`src/rtl/lsu_pkg.sv`:
```
// Shared types and helpers for the LSU store buffer.
// Sizes are right-justified; byte masks derive from addr[1:0].
package lsu_pkg;

    localparam int SB_DEPTH = 4;

    typedef enum logic [1:0] {
        SIZE_B = 2'b00,
        SIZE_H = 2'b01,
        SIZE_W = 2'b10
    } size_e;

    typedef struct packed {
        logic [31:0] addr;
        size_e       size;
        logic [31:0] data;
    } sb_entry_t;

    function automatic logic [3:0] byte_mask(
        input logic [1:0] off,
        input size_e      size
    );
        logic [3:0] m;
        case (size)
            SIZE_B:  m = 4'b0001 << off;
            SIZE_H:  m = 4'b0011 << off;
            SIZE_W:  m = 4'b1111;
            default: m = 4'b0000;
        endcase
        return m;
    endfunction

    function automatic logic [31:0] size_trim(
        input logic [31:0] data,
        input size_e       size
    );
        logic [31:0] r;
        case (size)
            SIZE_B:  r = {24'b0, data[7:0]};
            SIZE_H:  r = {16'b0, data[15:0]};
            default: r = data;
        endcase
        return r;
    endfunction

    function automatic logic is_legal(
        input logic [1:0] off,
        input logic [1:0] size
    );
        logic ok;
        case (size)
            2'b00:   ok = 1'b1;
            2'b01:   ok = !off[0];
            2'b10:   ok = (off == 2'b00);
            default: ok = 1'b0;
        endcase
        return ok;
    endfunction

endpackage

```
`src/rtl/lsu_sb_match.sv`:
```
// Compares one store-buffer entry against a load request.
module lsu_sb_match
    import lsu_pkg::*;
(
    input  logic        valid,
    input  sb_entry_t   entry,
    input  logic [31:0] ld_addr,
    input  size_e       ld_size,
    output logic        overlap,
    output logic        exact
);

    logic [3:0] ent_mask;
    logic [3:0] ld_mask;
    logic       same_word;

    always_comb begin
        ent_mask  = byte_mask(entry.addr[1:0], entry.size);
        ld_mask   = byte_mask(ld_addr[1:0], ld_size);
        same_word = (entry.addr[31:2] == ld_addr[31:2]);
        overlap   = valid && same_word && |(ent_mask & ld_mask);
        exact     = overlap && (entry.addr == ld_addr)
                    && (entry.size == ld_size);
    end

endmodule

```
`src/rtl/lsu_store_buffer.sv`:
```
// Circular store buffer with load forwarding and a shared
// single-port RAM: loads own the port, otherwise head drains.
module lsu_store_buffer
    import lsu_pkg::*;
#(
    parameter int DEPTH = SB_DEPTH
) (
    input  logic        clk,
    input  logic        rst,
    input  logic [31:0] wr_addr,
    input  logic [31:0] wr_data,
    input  logic [1:0]  wr_size,
    input  logic        wr_en,
    input  logic [31:0] rd_addr,
    input  logic [1:0]  rd_size,
    input  logic        rd_en,
    output logic [31:0] rd_data,
    output logic        sb_stall,
    output logic [31:0] mem_addr,
    output logic [31:0] mem_wr_data,
    output logic [1:0]  mem_size,
    output logic        mem_en,
    output logic        mem_we,
    input  logic [31:0] mem_rd_data
);

    localparam int PW = $clog2(DEPTH);
    localparam int CW = PW + 1;

    sb_entry_t        ent_q [DEPTH];
    sb_entry_t        ent_d [DEPTH];
    logic [DEPTH-1:0] valid_q, valid_d;
    logic [PW-1:0]    head_q, head_d;
    logic [PW-1:0]    tail_q, tail_d;
    logic [CW-1:0]    count_q, count_d;
    logic [31:0]      rd_hold_q, rd_hold_d;
    logic             ram_pend_q, ram_pend_d;

    logic [DEPTH-1:0] ovl, exact;
    logic [PW-1:0]    srch_idx, hit_idx;
    logic             hit_any, hit_exact;
    logic             ld_req, ld_stall, ld_fwd, ld_ram;
    logic             st_stall, drain, enq;

    for (genvar i = 0; i < DEPTH; i++) begin : g_match
        lsu_sb_match u_match (
            .valid   (valid_q[i]),
            .entry   (ent_q[i]),
            .ld_addr (rd_addr),
            .ld_size (size_e'(rd_size)),
            .overlap (ovl[i]),
            .exact   (exact[i])
        );
    end

    // Walk from the youngest entry (tail-1) back to head.
    always_comb begin
        hit_any   = 1'b0;
        hit_exact = 1'b0;
        hit_idx   = '0;
        srch_idx  = '0;
        for (int k = 0; k < DEPTH; k++) begin
            srch_idx = tail_q - PW'(k + 1);
            if (!hit_any && ovl[srch_idx]) begin
                hit_any   = 1'b1;
                hit_exact = exact[srch_idx];
                hit_idx   = srch_idx;
            end
        end
    end

    always_comb begin
        ld_req   = rd_en && !rst;
        ld_stall = ld_req && hit_any && !hit_exact;
        ld_fwd   = ld_req && hit_exact;
        ld_ram   = ld_req && !hit_any;
        drain    = !rst && (count_q != '0)
                   && !(ld_fwd || ld_ram);
        st_stall = !rst && wr_en
                   && (count_q == CW'(DEPTH)) && !drain;
        sb_stall = ld_stall || st_stall;
        enq      = !rst && wr_en && !sb_stall;
    end

    always_comb begin
        ent_d      = ent_q;
        valid_d    = valid_q;
        head_d     = head_q;
        tail_d     = tail_q;
        count_d    = count_q;
        rd_hold_d  = rd_hold_q;
        ram_pend_d = ld_ram;
        if (ram_pend_q) rd_hold_d = mem_rd_data;
        if (ld_fwd) rd_hold_d = ent_q[hit_idx].data;
        // Clear before set: a full buffer drains and refills one slot.
        if (drain) begin
            valid_d[head_q] = 1'b0;
            head_d          = head_q + 1'b1;
        end
        if (enq) begin
            ent_d[tail_q].addr = wr_addr;
            ent_d[tail_q].size = size_e'(wr_size);
            ent_d[tail_q].data =
                size_trim(wr_data, size_e'(wr_size));
            valid_d[tail_q]    = 1'b1;
            tail_d             = tail_q + 1'b1;
        end
        unique case ({enq, drain})
            2'b10:   count_d = count_q + 1'b1;
            2'b01:   count_d = count_q - 1'b1;
            default: ;
        endcase
    end

    always_comb begin
        mem_en      = 1'b0;
        mem_we      = 1'b0;
        mem_addr    = '0;
        mem_wr_data = '0;
        mem_size    = '0;
        if (ld_ram) begin
            mem_en   = 1'b1;
            mem_addr = rd_addr;
            mem_size = rd_size;
        end else if (drain) begin
            mem_en      = 1'b1;
            mem_we      = 1'b1;
            mem_addr    = ent_q[head_q].addr;
            mem_wr_data = ent_q[head_q].data;
            mem_size    = ent_q[head_q].size;
        end
        rd_data = rst ? '0
                : (ram_pend_q ? mem_rd_data : rd_hold_q);
    end

    always_ff @(posedge clk) begin
        if (rst) begin
            valid_q    <= '0;
            head_q     <= '0;
            tail_q     <= '0;
            count_q    <= '0;
            rd_hold_q  <= '0;
            ram_pend_q <= 1'b0;
        end else begin
            valid_q    <= valid_d;
            head_q     <= head_d;
            tail_q     <= tail_d;
            count_q    <= count_d;
            rd_hold_q  <= rd_hold_d;
            ram_pend_q <= ram_pend_d;
        end
        ent_q <= ent_d;
    end

    a_no_dual_req: assert property (
        @(posedge clk) disable iff (rst)
        !(wr_en && rd_en));
    a_wr_legal: assert property (
        @(posedge clk) disable iff (rst)
        wr_en |-> is_legal(wr_addr[1:0], wr_size));
    a_rd_legal: assert property (
        @(posedge clk) disable iff (rst)
        rd_en |-> is_legal(rd_addr[1:0], rd_size));

endmodule
```
`config.mk`:
```
export PLATFORM = sky130hd
export DESIGN_NAME = lsu_store_buffer
export DESIGN_NICKNAME = d
export VERILOG_FILES = /design/src/rtl/lsu_pkg.sv /design/src/rtl/lsu_sb_match.sv /design/src/rtl/lsu_store_buffer.sv
export SDC_FILE = /design/constraint.sdc
export NUM_CORES = 1
export LEC_CHECK = 0
export BUFFER_PORTS_ARGS = -buffer_cell sky130_fd_sc_hd__buf_2
export CELL_PAD_IN_SITES_DETAIL_PLACEMENT = 0
export CELL_PAD_IN_SITES_GLOBAL_PLACEMENT = 1
export CORE_AREA = 2 2 185 187
export CTS_CLUSTER_SIZE = 8
export DETAILED_ROUTE_END_ITERATION = 16
export DIE_AREA = 0 0 187 189
export PLACE_DENSITY = 0.84
export SYNTH_ARGS = -nofsm -noshare
export SYNTH_HDL_FRONTEND = slang
export SYNTH_HIERARCHICAL = 1
export SYNTH_SLANG_ARGS = --single-unit
```
`constraint.sdc`:
```
create_clock -name clk -period 8.9 [get_ports clk]
set_input_delay 0 -clock clk [delete_from_list [all_inputs] [get_ports clk]]
set_output_delay 0 -clock clk [all_outputs]
set_load 0.05 [all_outputs]
```
==> results.yml <==
status:
  status: "complete, no violations"
synthesis:
  syn_inst: 1241
  synthDistinctLibCells: 60
  ys_warn_count: 6
  syn_area_mm2: 0.0168
  synthTopCellsByArea: "edfxtp_1 47%, mux4_2 9.3%, mux2i_1 8.2%"
  yosysTopAreaCellShare_pct: 47.2
  synth_enable_flop_cells: 264
  synth_common_cells: "264 x edfxtp_1, 138 x mux2i_1, 97 x and2_1, 96 x xnor2_1, 69 x mux4_2"
  synthesis.nets: 1387
  synth.most_common_cell: "edfxtp_1"
  ys.flop_type: "edfxtp_1"
  syn_area_per_cell_um2: 13.5
  yosysSeqAreaShare_pct: 52.5
  async_flop_share_pct: 0
  synth_top_area_cell: "edfxtp_1"
  ys_ff_latch: 308
place:
  dp.cells: 1864
  routabilityCongestion: 0.795
  port_buffers: 236
  hpwl_mm: 27.5
  placed_area_mm2: 0.0183
clock_tree:
  cts.sinks: 308
  clk_pin_slew_ns: 0.05
  cts_buffers: 44
  postCtsSetupBuffers: 0
  cts_root_buf: "clkbuf_16"
  cts_tree: "yes"
  cts_max_path_buffers: 3
  clk_latency_ns: 0.54
  htreeDepth: 2
final_layout:
  postLayoutCellArea_mm2: 0.0206
  fin_util_pct: 61.9
  syn2layout_area_growth_pct: 22.7
  final_cells: 2045
  nets: 1705
  drive_above_1_share_pct: 26.1
  fillers: 2586
grt:
  grt_pass1_wl_mm: 67.7
  grt_pass1_vias: 11901
  grt_start_max_net_pins: 70
  grt_antenna_before_repair: 2
  grt_overflow_total: 0
  grt_usage_pct: 24.7
power_and_ir_drop:
  seqPwrFrac_pct: 37.7
  p_per_area_mw_per_mm2: 224
  combPwrFrac_pct: 28.5
  p_leak_nw: 8.38
  vdd_drop_max_mv: 0.167
  clkPwrFrac_pct: 33.8
  internal_power_w: 0.00306
  power.total_w: 0.00462
  switchingPower_w: 0.00155
  netSwitchingFraction_pct: 33.7
die:
  ios: 237
  dieArea_mm2: 0.0353
  fp.dieH_um: 189
  die_w_um: 187
  rows: 67
  coreArea_mm2: 0.0333
  start_util_pct: 50.5
timing:
  post-route-min-period_ns: 5.41
  rsz0062_at_grt: "no"
  finalCritPeriodShare_pct: 60.8
  relSlewSlack_pct: 19.9
  skew_ns: 0.0260
  finalHoldViolCount: 0
  setup_tns_ns: 0
  worst_slew_pin_slew_ns: 1.20
  fmax_ghz: 0.185
  slew_violations: 0
  setup_viol: 0
setup_path:
  rr_startpoint: "ent_q[48]"
  rr_worst_depth: 11
  cp_max_fo: 66
  rrSetupSlack_ns: 3.85
  cp_data_arrival_time_ns: 5.41
  rr_endpoint: "ent_q[108]"
  cp.required_ns: 8.90
  timing_worst_setup_path_type: "flop to primary output"
  crit_path_end_kind: "primary output"
  start_kind: "flop"
flow_run:
  maxCapViolations: 0
routing:
  ant_nets: 0
  dr.pass1.iters: 5
  totalWireLength_mm: 44.1
  wl_per_cell_um: 21.5
  vias: 11625
  viasPerCell: 5.68
  drcViolationCount: 0
  detail_route.iter0.violations: 926
worst_hold_path:
  hold_start: "mem_rd_data[6]"
  min_to: "rd_hold_q[6]"
  hold_depth: 4
  hold_class: "primary input to flop"
placed cells by master (no fill, tap or decap), drive strengths merged, types with 8 or more instances in the layout:
cell type,count
edfxtp,264
buf,248
mux2i,138
and2,97
dlygate4sd3,97
xnor2,96
clkbuf,79
mux4,69
and3,68
nor2,62
dfxtp,44
xor2,42
mux2,38
a22o,34
nand4,24
inv,20
o21ai,19
nand3,18
nor2b,18
nor4,16
nand2,13
nor3,13
ha,9
o221ai,8
layer usage:
layer / GRT usage (%) / vias to the layer above / part of all wire (%)
li1: - / 5366 / -
met1: 32.9 / 5809 / 42
met2: 42.2 / 380 / 50
met3: 3.71 / 70 / 6.0
met4: 7.20 / 0 / 2.3
met5: 0 / - / 0
kinds of logic (layout without fill, tap and decap cells):
| kind of cell | after synthesis | after routing | share of synthesized area (%) |
|---|---|---|---|
| and+or+nand+nor | 348 | 348 | 12.4 |
| DFF | 308 | 308 | 52.5 |
| muxes | 245 | 245 | 20.0 |
| xor gates and xnor gates | 138 | 138 | 7.20 |
| AOI/OAI and AO/OA | 99 | 99 | 4.55 |
| buffers and inverters | 93 | 447 | 2.55 |
| adders and majority gates | 10 | 10 | 0.790 |
| other | 0 | 2 | 0 |
power groups by stage:
stage          Clock, W  Sequential, W  Combinational, W
6_report        0.00156        0.00174           0.00132
2_1_floorplan         0        0.00171           0.00100
3_5_place_dp          0        0.00176           0.00129
3_3_place_gp          0        0.00176           0.00128
5_1_grt         0.00164        0.00175           0.00140
4_1_cts         0.00158        0.00174           0.00132
how the worst max path moves through the flow:
stage                     from     endpoint
floorplan            ent_q[32]     ent_q[0]
global placement    ent_q[108]    ent_q[36]
detailed placement  ent_q[117]   ent_q[168]
CTS                 ent_q[119]  mem_addr[3]
global route         ent_q[53]  mem_addr[3]
finish               ent_q[48]  mem_addr[3]
per-stage QoR:
stage	setup slack, ns	hold WS [ns]
after floorplan	4.29	0.0989
after global placement	4.05	0.210
after detailed placement	3.88	0.218
after CTS	3.52	0.00829
after global routing	3.18	0.0524
final	3.49	0.0311
sequential cells by signal (all words and copies together) (netlist names):
register,count
count_q,3
ent_q,264
head_q,2
ram_pend_q,1
rd_hold_q,32
tail_q,2
valid_q,4
cell type report:
| class | count | area [µm²] | share of cell area, % |
|---|---|---|---|
| sequential | 308 | 8820 | 42.8 |
| multi-input combinational | 840 | 7590 | 36.9 |
| timing repair buffer | 345 | 2240 | 10.9 |
| clock buffer | 79 | 1250 | 6.09 |
| tap | 448 | 561 | 2.72 |
| inverter | 20 | 75.1 | 0.364 |
| clock inverter | 3 | 51.3 | 0.249 |
| antenna | 2 | 5.00 | 0.0243 |
timing repair:
item | 4_1_cts | 5_1_grt
setup endpoints to repair | 0 | 0
endpoints found under the hold margin | 292 | 0
resized for setup | 0 | 0
hold buffers | 97 | 0
worst max-delay path, stage by stage, from the launching register on:
cell	delay, ns
edfxtp_1	0.41
xnor2_1	0.16
nand4_1	0.14
nor4_1	0.52
nand4_1	0.22
nor2_1	0.63
mux4_2	0.46
mux2i_1	0.20
a32o_1	0.25
o211ai_4	0.16
o21a_2	0.32
inv_2	0.07
buf_4	0.67
a22o_1	0.34
buf_2	0.30
No activity file was read; power rests on OpenSTA's default activity.
